$ cat src/rtl/pc_flow_pkg.sv
// rtl/pc_flow_pkg.sv - shared types and defaults for the PC flow controller
package pc_flow_pkg;

  // Fetch-control state: normal issue, pipeline drain after halt, parked
  typedef enum logic [1:0] {
    RUN    = 2'd0,
    DRAIN  = 2'd1,
    HALTED = 2'd2
  } pc_state_e;

  // Cycles MEM/WB need to retire after a halt reaches EX
  localparam int DRAIN_CYC_DEFAULT = 2;

endpackage

$ cat src/rtl/pc_target_calc.sv
// rtl/pc_target_calc.sv - combinational redirect target select/add/truncate
module pc_target_calc #(
  parameter int PC_W = 9
) (
  input  logic            ex_jumpreg,
  input  logic [PC_W-1:0] ex_pc,
  input  logic [31:0]     ex_imm,
  input  logic [31:0]     ex_rs1,
  output logic [PC_W-1:0] target
);

  logic [31:0] jalr_sum;
  logic [31:0] pcrel_sum;
  logic        unused_sum_hi;

  assign jalr_sum  = ex_rs1 + ex_imm;
  assign pcrel_sum = 32'(ex_pc) + ex_imm;

  // Only the low PC_W bits form the target; the upper sum bits simply wrap away
  assign unused_sum_hi = ^{jalr_sum[31:PC_W], pcrel_sum[31:PC_W], jalr_sum[0]};

  // JALR wins over JAL/branch; JALR clears bit 0, JAL and branch share pc+imm
  always_comb begin
    target = pcrel_sum[PC_W-1:0];
    if (ex_jumpreg) begin
      target = {jalr_sum[PC_W-1:1], 1'b0};
    end
  end

endmodule

$ cat src/rtl/pc_flow_ctrl.sv
// rtl/pc_flow_ctrl.sv - EX-stage redirect/flush/halt control (optional REDIRECT_STATS_EN counter)
module pc_flow_ctrl
  import pc_flow_pkg::*;
#(
  parameter int PC_W      = 9,
  parameter int DRAIN_CYC = DRAIN_CYC_DEFAULT
) (
  input  logic            clk,
  input  logic            reset,
  input  logic            ex_valid,
  input  logic            ex_branch,
  input  logic            ex_jump,
  input  logic            ex_jumpreg,
  input  logic            ex_halt,
  input  logic            ex_br_taken,
  input  logic [PC_W-1:0] ex_pc,
  input  logic [31:0]     ex_imm,
  input  logic [31:0]     ex_rs1,
  output logic [PC_W-1:0] pc_next,
  output logic            pc_redirect,
  output logic            flush,
  output logic            pc_stall,
  output logic            halted
`ifdef REDIRECT_STATS_EN
  ,
  output logic [31:0]     redirect_cnt
`endif
);

  localparam int CNT_W = (DRAIN_CYC < 2) ? 1 : $clog2(DRAIN_CYC + 1);

  pc_state_e        state_q, state_d;
  logic             shadow_q, shadow_d;
  logic [CNT_W-1:0] cnt_q, cnt_d;

  logic             accept;
  logic             redirect_req;
  logic             halt_acc;
  logic [PC_W-1:0]  target;

  // Reset also gates accept so every output reads zero while reset is held
  assign accept       = ~reset & ex_valid & ~shadow_q & (state_q == RUN);
  assign redirect_req = accept & ~ex_halt & (ex_jumpreg | ex_jump | (ex_branch & ex_br_taken));
  assign halt_acc     = accept & ex_halt;

  pc_target_calc #(.PC_W(PC_W)) u_target (
    .ex_jumpreg (ex_jumpreg),
    .ex_pc      (ex_pc),
    .ex_imm     (ex_imm),
    .ex_rs1     (ex_rs1),
    .target     (target)
  );

  assign pc_redirect = redirect_req;
  assign pc_next     = redirect_req ? target : '0;
  assign flush       = redirect_req | shadow_q | halt_acc | (state_q != RUN);
  assign pc_stall    = halt_acc | (state_q != RUN);
  assign halted      = (state_q == HALTED);

  // The cycle after a redirect is a shadow: wrong-path fetch is flushed, EX ignored
  assign shadow_d = redirect_req;

  // Halt sequencing: RUN -> DRAIN (counted) -> HALTED, held until reset
  always_comb begin
    state_d = state_q;
    cnt_d   = cnt_q;
    case (state_q)
      RUN: begin
        if (halt_acc) begin
          if (DRAIN_CYC == 0) begin
            state_d = HALTED;
          end else begin
            state_d = DRAIN;
            cnt_d   = CNT_W'(DRAIN_CYC);
          end
        end
      end
      DRAIN: begin
        cnt_d = cnt_q - CNT_W'(1);
        if (cnt_q == CNT_W'(1)) begin
          state_d = HALTED;
        end
      end
      HALTED: begin
        state_d = HALTED;
      end
      default: begin
        state_d = RUN;
      end
    endcase
  end

  // Control state registers
  always_ff @(posedge clk or posedge reset) begin
    if (reset) begin
      state_q  <= RUN;
      shadow_q <= 1'b0;
      cnt_q    <= '0;
    end else begin
      state_q  <= state_d;
      shadow_q <= shadow_d;
      cnt_q    <= cnt_d;
    end
  end

`ifdef REDIRECT_STATS_EN
  logic [31:0] redirect_cnt_q, redirect_cnt_d;

  assign redirect_cnt_d = redirect_req ? redirect_cnt_q + 32'd1 : redirect_cnt_q;

  // Free-running redirect tally, wraps naturally at 2^32
  always_ff @(posedge clk or posedge reset) begin
    if (reset) begin
      redirect_cnt_q <= '0;
    end else begin
      redirect_cnt_q <= redirect_cnt_d;
    end
  end

  assign redirect_cnt = redirect_cnt_q;
`endif

endmodule

$ cat config.mk
export PLATFORM = sky130hd
export DESIGN_NAME = pc_flow_ctrl
export DESIGN_NICKNAME = d
export VERILOG_FILES = /design/src/rtl/pc_flow_pkg.sv /design/src/rtl/pc_target_calc.sv /design/src/rtl/pc_flow_ctrl.sv
export SDC_FILE = /design/constraint.sdc
export NUM_CORES = 1
export LEC_CHECK = 0
export BUFFER_PORTS_ARGS = -buffer_cell sky130_fd_sc_hd__buf_2
export CORE_UTILIZATION = 37
export DETAILED_ROUTE_END_ITERATION = 8
export MAX_ROUTING_LAYER = met4
export PLACE_DENSITY = 0.8
export RECOVER_POWER = 100
export SLEW_MARGIN = 10
export SYNTH_ARGS = -nofsm -noshare
export SYNTH_HDL_FRONTEND = slang
export SYNTH_SLANG_ARGS = --single-unit
export TNS_END_PERCENT = 100
$ cat constraint.sdc
create_clock -name clk -period 2.4 [get_ports clk]
set_clock_uncertainty 0.15 [all_clocks]
set_input_delay 0.12 -clock clk [delete_from_list [all_inputs] [get_ports clk]]
set_output_delay 0.12 -clock clk [all_outputs]
set_load 0.1 [all_outputs]
Word level (Yosys, flattened, before mapping)
Index checks and enable logic that the tools add are counted.
{"block": "totals", "in_bits": 81, "latch_bits": 0, "n_memories": 0, "regBits": 5, "mem_bits_ro": 0, "mem_bits_rw": 0}
{"block": "op_classes", "reduce_logical": 5, "mux": 7, "n_div": 0, "multipliers": 0, "bitwise": 16, "add_sub_neg": 3, "n_lt_le_gt_ge": 0, "shift": 0, "eq_ne": 5}
{"cell": "$add 9x9->9", "n": 2}
{"cell": "$mux 9", "n": 2}
{"cell": "$and 1x1->1", "n": 7}
{"cell": "$mux 2", "n": 3}
{"cell": "$or 1x1->1", "n": 6}
{"cell": "$pmux 2 s3", "n": 1}
{"cell": "$eq 2x1->1 const B", "n": 2}
{"cell": "$ne 2x2->1 const B", "n": 2}
{"cell": "$pmux 2 s2", "n": 1}
{"cell": "$reduce_and 2->1", "n": 2}
{"cell": "$reduce_bool 2->1", "n": 2}
{"cell": "$not 1->1", "n": 3}
{"cell": "$eq 2x2->1 const B", "n": 1}
{"cell": "$logic_not 2->1", "n": 1}
{"cell": "$sub 2x1->2 const B", "n": 1}

Longest topological paths before layout
Gate-level depths: netlist of run 1.
{"block": "depth", "depth_word": 9, "mapped_depth": 8, "ltp_nobuf": 8}

Hierarchy
Synthesis of run 1 repeated with hierarchy kept, for this count alone.
{"block": "hier_totals", "cells_unflattened": 138, "hier_area_um2": 1186.1}
{"module": "pc_target_calc", "seq_area_each_um2": 0.0, "cells_each": 95, "instances": 1, "area_each_um2": 742.0}
{"module": "pc_flow_ctrl", "seq_area_each_um2": 125.1, "cells_each": 43, "instances": 1, "area_each_um2": 444.2}

Worst setup path after synthesis of run 1
No wires, ideal clock.
{"block": "synth_path", "kind": "flip-flop to output port", "startpoint": "register state_q[0]", "endpoint": "output port pc_next[6]", "path_buffers": 1, "stages_incl_launch_ff": 7, "arrival_ns": 3.549, "setup_slack_ns": -1.419, "t_required_ns": 2.130, "cell_sequence": "dfrtp_1 inv_1 ha_1 nand4bb_1 or3_1 buf_2 o31ai_1"}
{"block": "synth_between", "elab_chain_len": 5}
{"element": "from (decl)", "line_no": "pc_flow_ctrl.sv:32", "text": "pc_state_e state_q, state_d;"}
{"element": "from (signal assigned)", "line_no": "pc_flow_ctrl.sv:100", "text": "state_q <= state_d;"}
{"element": "$logic_not 2->1", "line_no": "pc_flow_ctrl.sv:42", "text": "assign accept = ~reset & ex_valid & ~shadow_q & (state_q == RUN);"}
{"element": "$and 1x1->1", "line_no": "pc_flow_ctrl.sv:42"}
{"element": "$and 1x1->1 (2 in a row)", "line_no": "pc_flow_ctrl.sv:43", "text": "assign redirect_req = accept & ~ex_halt & (ex_jumpreg | ex_jump | (ex_branch & ex_br_taken));"}
{"element": "$mux 9", "line_no": "pc_flow_ctrl.sv:55", "text": "assign pc_next = redirect_req ? target : '0;"}
{"element": "to (decl)", "line_no": "pc_flow_ctrl.sv:19", "text": "output logic [PC_W-1:0] pc_next,"}
Every way passes these cells.

Final worst setup path of run 1
{"block": "layout_path", "startpoint": "register state_q[0]", "endpoint": "output port pc_next[7]"}
Same word-level chain as after synthesis.

==> metrics.txt, run 1 <==
Gate Count Post-Synth=120; final worst slack=-0.1101 ns; R2R Setup Slk=about 0.43 ns; fin nets=between 200 and 300; synth cell count leaders=20 x ha_1, 9 x a21oi_1, 9 x nor2_1; power per cell area=slightly above 700 nW/µm²; final setup violation count=1; worst-margin pin slew=about 1.2 ns; fmax=roughly 0.40 GHz; post-synthesis sequential area ratio=0.1225; sequential power share=0.124; routability cong.=roughly 0.90; Critical Path Slowest Stage Cell=or4b_4; Yosys top cell area share=0.2451; max incr delay on CP=around 0.55 ns; share of cells above drive strength 1=0.4124; initial antenna violation count=0; via/cell ratio=5.478; worst-path maximum fanout=3; EDFF count, synth=0; Ant. Diodes=0; Arr. time, crit path=between 2 and 2.5 ns; drt wl/cell=approximately 14 µm; Synth async-reset ratio=1.000; top_reg_cell synth=dfrtp_1; input/output buffers=between 40 and 50; Slew Limit Fails=0; Vias=roughly 1.1k; min-delay src=ex_halt; Hold Vio Cnt, Final=0; initial drt markers=17; GRT Total Usage=0.2123; FF-to-FF path depth=9; Die Wd=54.53 µm; status=finished, violations left; CTS Sinks=5; first-pass GRT wire length=around 4500 µm; Comb pwr share=0.788; Initial Util=0.4012; final non-filler cell total=around 210; Die Area=~3000 µm²; synthesized area=~1000 µm²; endpoint class of the critical path=output pin; Unique masters post-synth=37; fin util=0.6475; failing checks=setup timing; crit path time final=2.510 ns; CTS tree=yes; Sw Pwr=about 630 µW; worst r2r dst=state_q[0]; Hold Path Stages=4; hold crit path type=input port to flip-flop; Post-DP Area=approximately 1500 µm²; Final HPWL DP=about 2300 µm; ANT nets after route=0; height of the die=around 55 µm; Clk Latency, worst-skew pair=roughly 0.25 ns; vias in the first global route=roughly 1.1k; row cnt=18; Reg2Reg Launch Point=state_q[0]; Area Growth Syn to Fin=61.40%; drt drc=0; total power=1.175 mW; Worst Hold End=cnt_q[0]; RSZ-0062 raised after global routing=true; floorplan core area=around 2500 µm²; CP Cell Sequence=inv_2 > ha_4 > nand4bb_1 > or3_4 > or4b_4 > nand3_4 > buf_12; grt met1 use=0.2380; DRT Pass-1 Iters=4; pin count of the biggest net entering global routing=18; grt met2 use=0.3923; total grt overflow=0; leading area contributor after synthesis=ha_1; htree depth=1; most used routing layer in global routing=met2; dominant cells by area after synthesis=ha_1 25%, dfrtp_1 12%, xnor2_1 6.9%; TritonCTS buffer count=3; clock root cell=clkbuf_4; clock network power share=0.087; final worst-path cycle share=1.046; P_leak=approximately 0.81 nW; Max-slew headroom=0.2308; DP Cell Count=196; mean area per synthesized cell=8.508 µm²; Max VDD drop=787.7 µV; io pins=94; worst hold slack=between 0.1 and 0.15 ns; Final Cell Area=about 1600 µm²; Warnings, synthesis=0; Clock Tree Buf Depth=2; Worst Path Required=2.13 ns; startpoint types=flip-flop; Synth Register Bits=5; clock-pin slew on the worst setup and hold paths=around 0.050 ns; switch share=0.5390; Routed Wire Length=a little under 3000 µm; Int Pwr=541.6 µW; met3 Use GR=0.04167; count leader, synth=ha_1; max cap viols=0; critical path class=flip-flop to output pin; Syn Nets=between 200 and 250; CP startpoint=state_q[0]
[worst max path at each step]
stage,cells after the start,slack (ns),end
2_1_floorplan,6,-0.43,pc_next[1]
3_3_place_gp,9,0.06,pc_next[8]
3_5_place_dp,9,-0.01,pc_next[8]
4_1_cts,7,-0.08,pc_next[7]
5_1_grt,7,-0.16,pc_next[7]
6_report,7,-0.11,pc_next[7]
[cell type report]
class                      instances  area, µm²
multi-input combinational        105      957.2
sequential                         5      125.1
inverter                           7      28.78
tap                               30      37.54
fill                             195      897.1
timing repair buffer              56      473.0
clock buffer                       4      26.28
[sequential cells by signal, indices dropped and copies added, names as in the netlist]
signal / count
state_q: 2
shadow_q: 1
cnt_q: 2
[power groups by stage]
| stage | sequential, mW | clock (mW) | combinational (mW) |
|---|---|---|---|
| after detailed placement | 0.148 | 0 | 0.806 |
| after floorplan | 0.140 | 0 | 0.607 |
| after CTS | 0.144 | 0.105 | 0.887 |
| after global routing | 0.149 | 0.106 | 0.983 |
| final | 0.146 | 0.103 | 0.926 |
| after global placement | 0.142 | 0 | 0.768 |
[placed cells by master, fill, tap and decap left out, types with 4 or more instances in the layout]
| master | count |
|---|---|
| xor2_1 | 5 |
| a21o_1 | 5 |
| inv_1 | 4 |
| dfrtp_1 | 5 |
| nand2_1 | 8 |
| a21oi_1 | 9 |
| ha_1 | 19 |
| nor2_1 | 9 |
| buf_12 | 11 |
| buf_4 | 7 |
| buf_2 | 35 |
| xnor2_1 | 8 |
[metal layers]
layer	part of all wire	vias to the layer above
met5	0	-
met4	0.023	0
met3	0.050	10
met2	0.51	45
met1	0.41	520
li1	-	559
[stage by stage]
step,setup TNS (ns),setup slack (ns)
6_report,-0.1101,-0.1101
5_1_grt,-0.2424,-0.1559
4_1_cts,-0.08065,-0.08065
3_5_place_dp,-0.01013,-0.01013
3_3_place_gp,0,0.05732
2_1_floorplan,-2.334,-0.4322
[logic make-up after synthesis]
kind of cell               synth area share
AOI/OAI and AO/OA                    0.2353
xor gates and xnor gates             0.1115
adders and majority gates            0.2843
buffers and inverters               0.03921
DFF                                  0.1225
muxes                               0.05147
and+or+nand+nor                      0.1556
[worst max-delay path, delay by kind of cell (launching register included)]
family | cells | cell delay, ns
adder cells (fa/ha/maj) | 1 | 0.14
AND/OR/NAND/NOR | 4 | 1.18
flip-flops | 1 | 0.39
buffers and inverters | 2 | 0.27
[what timing repair did]
item	in CTS	in global routing
resized for setup	10	2
endpoints found under the setup margin	8	3
pin swaps	1	2
hold endpoints to repair	5	0
setup buffers	4	2
hold buffers	1	0
Note: power is estimated with default switching activity, not from simulation.
==> run 2: changes to the inputs <==
--- a/config.mk
+++ b/config.mk
@@ -7,6 +7,7 @@
 export LEC_CHECK = 0
 export BUFFER_PORTS_ARGS = -buffer_cell sky130_fd_sc_hd__buf_2
 export CORE_UTILIZATION = 37
+export CTS_BUF_LIST = sky130_fd_sc_hd__clkbuf_4 sky130_fd_sc_hd__clkbuf_8 sky130_fd_sc_hd__clkbuf_16
 export DETAILED_ROUTE_END_ITERATION = 8
 export MAX_ROUTING_LAYER = met4
 export PLACE_DENSITY = 0.8
==> constraint.sdc (replaced) <==
create_clock -name clk -period 2.4 [get_ports clk]
set_clock_uncertainty 0.15 [all_clocks]
set_input_delay 0.48 -clock clk [delete_from_list [all_inputs] [get_ports clk]]
set_output_delay 0.48 -clock clk [all_outputs]
set_load 0.1 [all_outputs]
==> metrics.txt, run 2 (synthesized netlist as in run 1, its figures left out) <==
Area Growth Syn to Fin=122.9%; height of the die=about 55 µm; Initial Util=0.4012; final setup violation count=12; Vias=approximately 1.4k; Slew Limit Fails=0; final non-filler cell total=about 250; routability cong.=between 0.8 and 0.9; Die Wd=approximately 55 µm; Worst Path Required=between 1.5 and 2 ns; final worst-path cycle share=1.202; Clk Latency, worst-skew pair=between 0.2 and 0.3 ns; floorplan core area=around 2500 µm²; clock root cell=clkbuf_4; crit path time final=approximately 2.9 ns; via/cell ratio=5.482; Sw Pwr=between 700 and 800 µW; R2R Setup Slk=around 0.34 ns; Hold Vio Cnt, Final=0; GRT Total Usage=0.2943; final worst slack=-0.4840 ns; failing checks=setup timing; startpoint types=input port; first-pass GRT wire length=slightly above 6000 µm; initial antenna violation count=0; status=finished, violations left; CTS Sinks=5; Final HPWL DP=around 2800 µm; fmax=0.3467 GHz; total power=1.441 mW; Int Pwr=730.7 µW; worst-margin pin slew=between 0.5 and 0.6 ns; critical path class=input port to output pin; clock network power share=0.077; commonest non-fill, non-tap cell in the layout=buf_4; Routed Wire Length=roughly 4100 µm; most frequent cells in the layout=38 x buf_4, 29 x buf_2, 15 x buf_12, 13 x ha_1, 10 x buf_6; power per cell area=between 600 and 700 nW/µm²; input/output buffers=between 40 and 50; hold crit path type=flip-flop to flip-flop; worst-path maximum fanout=2; Clock Tree Buf Depth=2; DRT Pass-1 Iters=4; DP Cell Count=approximately 230; vias in the first global route=approximately 1.4k; TritonCTS buffer count=3; max cap viols=0; drt wl/cell=about 17 µm; RSZ-0062 raised after global routing=true; endpoint class of the critical path=output pin; initial drt markers=7; fin nets=321; Max-slew headroom=0.6434; worst hold slack=around 0.34 ns; htree depth=1; P_leak=between 1 and 1.5 nW; Comb pwr share=0.822; CTS tree=yes; row cnt=18; io pins=between 90 and 100; pin count of the biggest net entering global routing=18; Max VDD drop=approximately 1200 µV; Ant. Diodes=0; ANT nets after route=0; switch share=0.4930; share of cells above drive strength 1=0.6682; total grt overflow=0; sequential power share=0.101; Arr. time, crit path=2.25 ns; drt drc=0; clock-pin slew on the worst setup and hold paths=about 0.040 ns; Top Registers=cnt_q: 2 flops, state_q: 2 flops, shadow_q: 1 flops; Die Area=slightly below 3000 µm²
==> run 2: cell types whose count changed in the layout (fill, tap and decap cells not counted), sizes merged <==
cell    previous run  this run
buf               54        93
clkbuf             5         6
==> run 2: power groups by stage <==
stage / Clock [mW] / Combinational (mW) / Sequential [mW]
6_report: 0.111 / 1.19 / 0.145
5_1_grt: 0.116 / 1.26 / 0.148
4_1_cts: 0.118 / 1.13 / 0.144
3_5_place_dp: 0 / 1.01 / 0.149
3_3_place_gp: 0 / 0.970 / 0.143
2_1_floorplan: 0 / 0.672 / 0.143
==> run 2: per-layer routing <==
layer  vias up  share of wire  GRT usage
met3        20          0.041    0.03333
met4         0          0.040     0.1709
met1       637           0.34     0.2687
met5         -              0          -
met2        60           0.58     0.5752
li1        637              -          -
==> run 2: area by class of cell <==
class	count	area [µm²]
Inverter	7	45.04
Timing Repair Buffer	96	880.8
Clock buffer	4	30.03
Multi-Input combinational cell	105	1157
Tap cell	30	37.54
Fill cell	109	269.0
Sequential cell	5	125.1
==> run 2: critical path: stages <==
cell,delay [ns]
buf_6,0.10
and2_4,0.15
fa_2,0.36
a21o_1,0.21
a221oi_4,0.29
a21oi_2,0.11
xnor2_1,0.15
nand2_1,0.08
o211a_4,0.16
buf_12,0.16
==> run 2: through the flow <==
| step | utilization | cell area [µm²] | setup slack (ns) | setup TNS, ns |
|---|---|---|---|---|
| 4_1_cts | 0.8618 | 2193 | -0.5073 | -3.603 |
| 2_1_floorplan | - | 1207 | -0.5622 | -2.708 |
| 6_report | 0.8943 | 2276 | -0.4840 | -3.680 |
| 5_1_grt | 0.8943 | 2276 | -0.5485 | -4.331 |
| 3_5_place_dp | 0.7350 | 1871 | -0.6464 | -3.201 |
| 3_3_place_gp | 0.7350 | 1871 | -0.5474 | -2.874 |
==> run 2: final timing paths <==
kind	cells after the start	end	start
max in group asynchronous	3	state_q[0]	reset
worst min-delay path	1	cnt_q[0]	cnt_q[0]
worst max-delay path	10	pc_next[8]	ex_rs1[0]
worst max register to register	10	state_q[0]	state_q[1]
worst min register to register	1	cnt_q[0]	cnt_q[0]
min in group asynchronous	3	cnt_q[1]	reset
==> run 2: repair_timing <==
item                                   CTS  global route
endpoints found under the hold margin    5             0
hold buffers                             1             0
setup endpoints to repair               11            12
pin swaps                               34            14
setup buffers                           13             6
resized for setup                       41            15
gates cloned                             0             0
